--- config.mk ---
export PLATFORM = sky130hd
export DESIGN_NAME = ac_motor_carrier_gen_flat
export DESIGN_NICKNAME = d
export VERILOG_FILES = /design/src/rtl/ac_motor_carrier_gen_if.sv /design/src/rtl/ac_motor_carrier_gen.sv /design/src/flat_wrapper.sv
export SDC_FILE = /design/constraint.sdc
export NUM_CORES = 1
export LEC_CHECK = 0
export BUFFER_PORTS_ARGS = -buffer_cell sky130_fd_sc_hd__buf_2
export CORE_MARGIN = 2
export CORE_UTILIZATION = 42
export CTS_CLUSTER_SIZE = 30
export DETAILED_ROUTE_END_ITERATION = 10
export GPL_ROUTABILITY_DRIVEN = 0
export HOLD_SLACK_MARGIN = 0.12
export PLACE_DENSITY = 0.63
export SLEW_MARGIN = 40
export SYNTH_ARGS = -nofsm -noshare
export SYNTH_HDL_FRONTEND = slang
export SYNTH_SLANG_ARGS = --single-unit
--- constraint.sdc ---
create_clock -name CLK -period 9.5 [get_ports CLK]
set_input_delay 1.9 -clock CLK [delete_from_list [all_inputs] [get_ports CLK]]
set_output_delay 1.9 -clock CLK [all_outputs]
set_load 0.02 [all_outputs]
--- src/rtl/ac_motor_carrier_gen_if.sv ---
// ac_motor_carrier_gen_if
//   Control and carrier bundle of the AC motor carrier generator.
//   master : control loop side, which drives ENABLE/MODE/STEP and receives the carriers.
//   slave  : generator side.
//   ENABLE  run carrier (low = idle)
//   MODE    0 = triangle, 1 = sawtooth
//   STEP    unsigned level increment per clock
//   CARRIER packed signed carriers, channel k at [k*OUTPUT_BITS +: OUTPUT_BITS]
//   PEAK    pulse with LMAX on CARRIER (triangle only)
//   VALLEY  pulse with LMIN on CARRIER
//   LOCK    carrier running and phase-aligned
interface ac_motor_carrier_gen_if #(
    parameter int unsigned OUTPUT_BITS = 24,
    parameter int unsigned LEVEL_BITS  = 13,
    parameter int unsigned CHANNELS    = 3
);
    logic                              ENABLE;
    logic                              MODE;
    logic [LEVEL_BITS-2:0]             STEP;
    logic [CHANNELS*OUTPUT_BITS-1:0]   CARRIER;
    logic                              PEAK;
    logic                              VALLEY;
    logic                              LOCK;

    modport master (
        output ENABLE, MODE, STEP,
        input  CARRIER, PEAK, VALLEY, LOCK
    );

    modport slave (
        input  ENABLE, MODE, STEP,
        output CARRIER, PEAK, VALLEY, LOCK
    );
endinterface

--- src/rtl/ac_motor_carrier_gen.sv ---
// ac_motor_carrier_gen
//   Multi-channel PWM carrier generator. One shared signed level counter runs a
//   triangle or sawtooth between LMIN and LMAX with a runtime step size; step and
//   mode are shadowed and only take effect at the carrier valley. Each channel is
//   the scaled level, optionally negated for interleaved legs.
//   CLK    rising-edge system clock
//   RST_N  asynchronous active-low reset
//   cbus   slave side of ac_motor_carrier_gen_if (ENABLE/MODE/STEP in,
//          CARRIER/PEAK/VALLEY/LOCK out)
module ac_motor_carrier_gen #(
    parameter int unsigned         OUTPUT_BITS = 24,
    parameter int unsigned         LEVEL_BITS  = 13,
    parameter int unsigned         CHANNELS    = 3,
    parameter logic [CHANNELS-1:0] PHASE_INV   = '0
) (
    input  logic                 CLK,
    input  logic                 RST_N,
    ac_motor_carrier_gen_if.slave cbus
);

    localparam int unsigned W = LEVEL_BITS + 1;
    localparam logic signed [W-1:0] LMAX_W = W'((1 << (LEVEL_BITS - 1)) - 1);
    localparam logic signed [W-1:0] LMIN_W = -LMAX_W;

    typedef enum logic { DIR_UP, DIR_DOWN } dir_e;
    typedef enum logic { MODE_TRI, MODE_SAW } mode_e;

    // Counter stage
    logic signed [LEVEL_BITS-1:0] cnt_q, cnt_d;
    dir_e                         dir_q, dir_d;
    logic [LEVEL_BITS-2:0]        step_sh_q, step_sh_d;
    mode_e                        mode_sh_q, mode_sh_d;
    logic                         peak_f_q, peak_f_d;
    logic                         valley_f_q, valley_f_d;

    // Output stage
    logic [CHANNELS*OUTPUT_BITS-1:0] carrier_q, carrier_d;
    logic                            peak_q, valley_q, lock_q;

    logic [LEVEL_BITS-2:0]        step_eff;
    logic signed [W-1:0]          cnt_ext, step_ext, sum, diff;
    logic signed [LEVEL_BITS-1:0] lvl_k;
    logic signed [OUTPUT_BITS-1:0] ext_k;

    assign step_eff = (step_sh_q == '0) ? (LEVEL_BITS-1)'(1) : step_sh_q;
    assign cnt_ext  = {cnt_q[LEVEL_BITS-1], cnt_q};
    assign step_ext = {2'b00, step_eff};
    // One guard bit keeps cnt +/- step exact, so the clamp compares never see a wrap.
    assign sum      = cnt_ext + step_ext;
    assign diff     = cnt_ext - step_ext;

    always_comb begin
        cnt_d      = cnt_q;
        dir_d      = dir_q;
        step_sh_d  = step_sh_q;
        mode_sh_d  = mode_sh_q;
        peak_f_d   = 1'b0;
        valley_f_d = 1'b0;
        if (!cbus.ENABLE) begin
            cnt_d     = '0;
            dir_d     = DIR_UP;
            step_sh_d = cbus.STEP;
            mode_sh_d = mode_e'(cbus.MODE);
        end else if (mode_sh_q == MODE_SAW) begin
            dir_d = DIR_UP;
            if (sum >= LMAX_W) begin
                cnt_d      = LMIN_W[LEVEL_BITS-1:0];
                valley_f_d = 1'b1;
                step_sh_d  = cbus.STEP;
                mode_sh_d  = mode_e'(cbus.MODE);
            end else begin
                cnt_d = sum[LEVEL_BITS-1:0];
            end
        end else if (dir_q == DIR_UP) begin
            if (sum >= LMAX_W) begin
                cnt_d    = LMAX_W[LEVEL_BITS-1:0];
                dir_d    = DIR_DOWN;
                peak_f_d = 1'b1;
            end else begin
                cnt_d = sum[LEVEL_BITS-1:0];
            end
        end else begin
            if (diff <= LMIN_W) begin
                cnt_d      = LMIN_W[LEVEL_BITS-1:0];
                dir_d      = DIR_UP;
                valley_f_d = 1'b1;
                step_sh_d  = cbus.STEP;
                mode_sh_d  = mode_e'(cbus.MODE);
            end else begin
                cnt_d = diff[LEVEL_BITS-1:0];
            end
        end
    end

    always_comb begin
        carrier_d = '0;
        lvl_k     = '0;
        ext_k     = '0;
        if (cbus.ENABLE) begin
            for (int unsigned k = 0; k < CHANNELS; k++) begin
                lvl_k = PHASE_INV[k] ? -cnt_q : cnt_q;
                ext_k = OUTPUT_BITS'(lvl_k);
                carrier_d[k*OUTPUT_BITS +: OUTPUT_BITS] = ext_k <<< (OUTPUT_BITS - LEVEL_BITS);
            end
        end
    end

    always_ff @(posedge CLK or negedge RST_N) begin
        if (!RST_N) begin
            cnt_q      <= '0;
            dir_q      <= DIR_UP;
            step_sh_q  <= (LEVEL_BITS-1)'(1);
            mode_sh_q  <= MODE_TRI;
            peak_f_q   <= 1'b0;
            valley_f_q <= 1'b0;
            carrier_q  <= '0;
            peak_q     <= 1'b0;
            valley_q   <= 1'b0;
            lock_q     <= 1'b0;
        end else begin
            cnt_q      <= cnt_d;
            dir_q      <= dir_d;
            step_sh_q  <= step_sh_d;
            mode_sh_q  <= mode_sh_d;
            peak_f_q   <= peak_f_d;
            valley_f_q <= valley_f_d;
            carrier_q  <= carrier_d;
            // Flags ride one stage behind cnt so pulses line up with the extreme on CARRIER;
            // a flag pending when ENABLE drops is swallowed.
            peak_q     <= cbus.ENABLE & peak_f_q;
            valley_q   <= cbus.ENABLE & valley_f_q;
            lock_q     <= cbus.ENABLE & (lock_q | valley_f_q);
        end
    end

    assign cbus.CARRIER = carrier_q;
    assign cbus.PEAK    = peak_q;
    assign cbus.VALLEY  = valley_q;
    // Gated combinationally so LOCK drops the moment ENABLE does.
    assign cbus.LOCK    = lock_q & cbus.ENABLE;

endmodule

--- src/flat_wrapper.sv ---
// flat-port wrapper written by rule: the top's interface ports become plain ports
module ac_motor_carrier_gen_flat 
#(
    parameter int unsigned         OUTPUT_BITS = 24,
    parameter int unsigned         LEVEL_BITS  = 13,
    parameter int unsigned         CHANNELS    = 3,
    parameter logic [CHANNELS-1:0] PHASE_INV   = '0
)
  (CLK, RST_N, cbus_ENABLE, cbus_MODE, cbus_STEP, cbus_CARRIER, cbus_PEAK, cbus_VALLEY, cbus_LOCK);
  ac_motor_carrier_gen_if #(.OUTPUT_BITS(OUTPUT_BITS), .LEVEL_BITS(LEVEL_BITS), .CHANNELS(CHANNELS)) cbus_i ();
  input  logic CLK;
  input  logic RST_N;
  input wire logic [$bits(cbus_i.ENABLE)-1:0] cbus_ENABLE;
  input wire logic [$bits(cbus_i.MODE)-1:0] cbus_MODE;
  input wire logic [$bits(cbus_i.STEP)-1:0] cbus_STEP;
  output wire logic [$bits(cbus_i.CARRIER)-1:0] cbus_CARRIER;
  output wire logic [$bits(cbus_i.PEAK)-1:0] cbus_PEAK;
  output wire logic [$bits(cbus_i.VALLEY)-1:0] cbus_VALLEY;
  output wire logic [$bits(cbus_i.LOCK)-1:0] cbus_LOCK;
  assign cbus_i.ENABLE = cbus_ENABLE;
  assign cbus_i.MODE = cbus_MODE;
  assign cbus_i.STEP = cbus_STEP;
  assign cbus_CARRIER = cbus_i.CARRIER;
  assign cbus_PEAK = cbus_i.PEAK;
  assign cbus_VALLEY = cbus_i.VALLEY;
  assign cbus_LOCK = cbus_i.LOCK;
  ac_motor_carrier_gen #(.OUTPUT_BITS(OUTPUT_BITS), .LEVEL_BITS(LEVEL_BITS), .CHANNELS(CHANNELS), .PHASE_INV(PHASE_INV)) u_core (.CLK(CLK), .RST_N(RST_N), .cbus(cbus_i));
endmodule
## Yosys cells after proc, flatten, opt, wreduce, memory -nomap -nowiden

Cells that the tools add are included.

- Input bits: 16
- Bits in registers: 104
- Logic and storage cells: 54
- Output and inout port bits: 75

- Mux-type cells: 30
- Bitwise logic cells: 5
- Reductions and logical operators: 2
- $add $sub $neg: 2
- Eq/ne operators: 3
- Order comparisons: 2

Operators with widths:

| cell | number |
|---|---|
| 13-bit two-way mux | 6 |
| 12-bit two-way mux | 6 |
| 72-bit two-way mux | 1 |
| 1-bit two-way mux | 17 |
| 13-bit by 13-bit adder with 14-bit output | 1 |
| 14-bit by 13-bit >= comparator with 1-bit output (second input constant) | 1 |
| 14-bit by 13-bit <= comparator with 1-bit output (second input constant) | 1 |
| 13-bit by 13-bit subtractor with 14-bit output | 1 |
| 12-bit logical NOT | 1 |
| 3-bit by 1-bit inequality test with 1-bit output (second input constant) | 2 |
| 1-bit AND | 4 |
| 3-bit inequality test (second input constant) | 1 |
| 3-bit AND reduction | 1 |
| 1-bit bitwise OR | 1 |

## Depth between registers and ports, before layout

- Depth in word-level cells: 8
- Depth in mapped cells: 15
- Depth with buffers taken out: 14

## Worst setup path after synthesis

No wires, ideal clock.

- Path type: in2out
- From: in cbus_ENABLE
- To: out cbus_LOCK
- Required time: 7.600 ns
- Cell stages on the path: 2
- Path buffers: 1
- Slack: 5.240 ns
- Arrival time: 2.360 ns
- Cell sequence: clkbuf_1 > and2_1

- Longest elaborated chain between the ends: 1

RTL lines:

| element | RTL line | RTL |
|---|---|---|
| start, declared | flat_wrapper.sv:13 | `input wire logic [$bits(cbus_i.ENABLE)-1:0] cbus_ENABLE;` |
| 1-bit AND | ac_motor_carrier_gen.sv:140 | `assign cbus.LOCK = lock_q & cbus.ENABLE;` |
| end, declared | flat_wrapper.sv:19 | `output wire logic [$bits(cbus_i.LOCK)-1:0] cbus_LOCK;` |

No other way between the ends.

## Final worst setup path

- From: reg u_core.step_sh_q[10]
- To: reg u_core.step_sh_q[9]

- Longest elaborated chain between the ends: 6
- Elaborated cells on any way between the ends: 9
- Those cells by class: 2 x add/sub; 2 x order compare; 2 x eq/ne; 1 x mux; 2 x reduce/logical

RTL lines:

| element | RTL line | RTL |
|---|---|---|
| start, declared | ac_motor_carrier_gen.sv:31 | `logic [LEVEL_BITS-2:0] step_sh_q, step_sh_d;` |
| start signal, assigned | ac_motor_carrier_gen.sv:112 | `step_sh_q <= (LEVEL_BITS-1)'(1);` |
| start signal, assigned | ac_motor_carrier_gen.sv:123 | `step_sh_q <= step_sh_d;` |
| 12-bit logical NOT | ac_motor_carrier_gen.sv:45 | `assign step_eff = (step_sh_q == '0) ? (LEVEL_BITS-1)'(1) : step_sh_q;` |
| 12-bit two-way mux (*) | ac_motor_carrier_gen.sv:45 |  |
| 13-bit by 13-bit adder with 14-bit output / 13-bit by 13-bit subtractor with 14-bit output (equally long branches) | ac_motor_carrier_gen.sv:49, ac_motor_carrier_gen.sv:50 |  |
| 14-bit by 13-bit >= comparator with 1-bit output / 14-bit by 13-bit <= comparator with 1-bit output (equally long branches) | ac_motor_carrier_gen.sv:66, ac_motor_carrier_gen.sv:83 |  |
| 3-bit inequality test (no source line) / 3-bit by 1-bit inequality test with 1-bit output (equally long branches) | n/a |  |
| 3-bit AND reduction (no source line) (*) | n/a |  |

Every way passes the cells marked *; elsewhere a longest branch is shown, timed or not.
A chain may end at the register's enable or synchronous reset.

==> impl_metrics.env <==
export IMPL_final_hold_violation_count=0
export IMPL_grt_start_max_net_pins=46
export IMPL_rsz0062_at_grt="false"
export IMPL_layout_nets=464
export IMPL_max_slew_margin_pct=61.7
export IMPL_critical_path_class="register to register"
export IMPL_place_port_buffers=57
export IMPL_timing_critical_path_required_ns=9.70
export IMPL_area_delta_synth_final_pct=2.21
export IMPL_path_clk_slew_ns=0.10
export IMPL_floorplan_die_area_um2=9510
export IMPL_finalCriticalPeriod_ns=4.69
export IMPL_post_layout_nonfiller_instances=530
export IMPL_worstHoldPathType="register to register"
export IMPL_vias_per_cell=5.30
export IMPL_post_drt_antenna_nets=0
export IMPL_die_y_um=97.5
export IMPL_async_reset_ff_share_pct=100
export IMPL_setup_ws_ns=4.81
export IMPL_worst_ep_arrival_time_ns=4.89
export IMPL_mean_routed_wirelength_per_cell_um=15.3
export IMPL_tritoncts_num_buffers=5
export IMPL_count_of_flip_flops_with_a_built_in_enable_after_synthesis=0
export IMPL_finClkSkew_ns=0.00820
export IMPL_number_of_placement_rows=34
export IMPL_drv_max_cap_violation_count=0
export IMPL_netlist_cell_type_count=60
export IMPL_number_of_antenna_violations_at_the_first_check_in_global_routing=0
export IMPL_grt_use_total_pct=16.7
export IMPL_grt_first_pass_wirelength_mm=12.9
export IMPL_firstDrtPassIters=4
export IMPL_cts_resized_gates=0
export IMPL_antennaDiodeCount=0
export IMPL_multi_input_comb_area_um2=2000
export IMPL_clock_tree_root_cell="sky130_fd_sc_hd__clkbuf_8"
export IMPL_drt_iter0_markers=172
export IMPL_detail_route_wirelength_mm=8.14
export IMPL_postPlaceCellArea_um2=3660
export IMPL_final_core_util_pct=43.7
export IMPL_p_total_mw=1.28
export IMPL_worstMarginPinSlew_ns=0.575
export IMPL_area_of_the_mapped_netlist_um2=3670
export IMPL_status="finished, final reports clean"
export IMPL_core_area_um2=8590
export IMPL_synthCells=409
export IMPL_clock_tree_htree_level_count=2
export IMPL_tritoncts_clock_tree="built"
export IMPL_number_of_setup_violations_in_the_final_report=0
export IMPL_hpwl_mm=6.12
export IMPL_cts_hold_repair_buffers=0
export IMPL_cp_max_fo=13
export IMPL_final_fill_count=867
export IMPL_postSynth_topFlopCell="sky130_fd_sc_hd__dfrtp_1"
export IMPL_cts_repair_timing_setup_buffer_count=0
export IMPL_endpoint_kind="register"
export IMPL_synth_seq_area_share_pct=30.7
export IMPL_clk_latency_ns=0.31
export IMPL_period_share_pct=49.3
export IMPL_final_max_slew_viol_count=0
export IMPL_post_route_cells_drive_above_1_share_pct=21.6
export IMPL_power_ir_vdd_worst_v=0.000164
export IMPL_dp_slack_ns=4.79
export IMPL_first_global_vias=2525
export IMPL_initial_cell_density_of_the_core_pct=42.8
export IMPL_overflow=0
export IMPL_ys_ff_latch=45
export IMPL_sequential_cell_area_um2=1130
export IMPL_critPathLaunchType="register"
export IMPL_dp_cells=522
export IMPL_postSynthAreaPerCell_um2=8.98
export IMPL_total_via_count_in_the_routed_design=2810
export IMPL_power_density_nw_per_um2=342
export IMPL_cts_sink_count=45
export IMPL_drc_errors=0
export IMPL_synth_warning_count=0
export IMPL_cts_root_to_sink_buffers=2
export IMPL_total_leakage_power_nw=1.87
export IMPL_worst_hold_slack_ns=0.463
export IMPL_setup_tns_final_ns=0
export IMPL_fmaxAchievable_mhz=213
export IMPL_die_w_um=97.5
export IMPL_final_design_area_no_fill_um2=3760
export IMPL_boundaryPins=91
[worst max-delay path: stages, from the launching register on]
cell	delay, ns
sky130_fd_sc_hd__dfrtp_1	0.43
sky130_fd_sc_hd__nor4_1	0.42
sky130_fd_sc_hd__a31o_2	0.24
sky130_fd_sc_hd__ha_1	0.17
sky130_fd_sc_hd__inv_1	0.06
sky130_fd_sc_hd__fa_1	0.40
sky130_fd_sc_hd__o21bai_1	0.21
sky130_fd_sc_hd__nand2_1	0.12
sky130_fd_sc_hd__a211oi_1	0.40
sky130_fd_sc_hd__o21ai_0	0.16
sky130_fd_sc_hd__a2111oi_0	0.42
sky130_fd_sc_hd__nand4bb_1	0.27
sky130_fd_sc_hd__nand4_1	0.46
sky130_fd_sc_hd__nand2_2	0.41
sky130_fd_sc_hd__mux2_4	0.41
[power breakdown]
| part | internal (mW) | switching [mW] |
|---|---|---|
| combinational | 0.327 | 0.518 |
| clock | 0.0538 | 0.0771 |
| sequential | 0.248 | 0.0603 |
| total | 0.629 | 0.656 |
[final cells by class]
cell class	count	area share [%]
clock buffers	5	1.83
flip-flops and latches	45	30.0
clock inverters	3	0.666
repair buffers	57	7.66
multi-input cells	283	53.3
inverters	29	2.90
well taps	108	3.60
[Yosys cell counts (all sizes together) (6+ instances only)]
master | n | area (µm²)
a21oi | 21 | 109
and2 | 20 | 125
buf | 64 | 480
clkbuf | 20 | 75.1
dfrtp | 44 | 1100
ha | 25 | 313
inv | 29 | 109
mux2 | 13 | 188
nand2 | 16 | 65.1
nand3 | 7 | 35.0
nor2 | 12 | 45.0
nor2b | 6 | 37.5
nor3 | 14 | 70.1
nor4 | 6 | 37.5
o21a | 7 | 52.6
o21ai | 14 | 70.1
xnor2 | 10 | 87.6
[sequential cells by signal, summed over array words and instances (netlist names)]
signal	flops
u_core.dir_q	1
u_core.mode_sh_q	1
u_core.peak_f_q	1
u_core.cnt_q	13
u_core.lock_q	1
u_core.cbus.VALLEY	1
u_core.cbus.PEAK	1
u_core.valley_f_q	1
u_core.cbus.CARRIER	13
u_core.step_sh_q	12
[cells by family (layout without fill, tap and decap cells)]
| logic type | Yosys count | count (layout) | share of synthesized area [%] |
|---|---|---|---|
| buf+inv | 113 | 94 | 18.1 |
| simple gates | 103 | 103 | 15.5 |
| compound gates | 94 | 94 | 17.8 |
| flops | 45 | 45 | 30.7 |
| fa+ha+maj | 27 | 27 | 9.60 |
| xor+xnor | 13 | 13 | 3.10 |
| mux | 13 | 13 | 5.11 |
| other cells | 1 | 33 | 0.102 |
[routing by layer]
| metal | global-route usage, % | vias up | wire length (µm) |
|---|---|---|---|
| met2 | 26.4 | 105 | 3700 |
| met1 | 24.1 | 1340 | 3810 |
| met3 | 2.09 | 14 | 464 |
| met4 | 5.02 | 0 | 158 |
| li1 | - | 1351 | - |
| met5 | 0 | - | 0 |
[path summary, 6_finish.rpt]
path	start	end	slack (ns)	cells after the start
min in group asynchronous	RST_N	u_core.cbus.CARRIER[70]	1.58	1
max in group asynchronous	RST_N	u_core.step_sh_q[0]	7.53	1
min	u_core.peak_f_q	u_core.cbus.PEAK	0.46	1
max reg2reg	u_core.step_sh_q[10]	u_core.step_sh_q[9]	4.81	14
min reg2reg	u_core.peak_f_q	u_core.cbus.PEAK	0.46	1
max	u_core.step_sh_q[10]	u_core.step_sh_q[9]	4.81	14
[cell usage in the layout, fill, tap and decap left out, types with 4 or more instances in the layout]
cell / n
sky130_fd_sc_hd__buf_2: 56
sky130_fd_sc_hd__dfrtp_1: 44
sky130_fd_sc_hd__or2_2: 4
sky130_fd_sc_hd__nor2b_1: 6
sky130_fd_sc_hd__nor4_1: 6
sky130_fd_sc_hd__nand4_1: 4
sky130_fd_sc_hd__nand3_1: 7
sky130_fd_sc_hd__nor2_1: 12
sky130_fd_sc_hd__o22ai_1: 5
sky130_fd_sc_hd__conb_1: 33
sky130_fd_sc_hd__a21oi_1: 20
sky130_fd_sc_hd__inv_1: 29
sky130_fd_sc_hd__nor3_1: 14
sky130_fd_sc_hd__o21a_1: 7
sky130_fd_sc_hd__and2_1: 20
sky130_fd_sc_hd__xnor2_1: 10
sky130_fd_sc_hd__a211oi_1: 4
sky130_fd_sc_hd__clkbuf_8: 5
sky130_fd_sc_hd__a221o_1: 5
sky130_fd_sc_hd__o21ai_0: 14
sky130_fd_sc_hd__nand2_1: 14
sky130_fd_sc_hd__mux2_4: 11
sky130_fd_sc_hd__o211ai_1: 5
sky130_fd_sc_hd__ha_1: 25
Power figures use the tool's default switching activity.
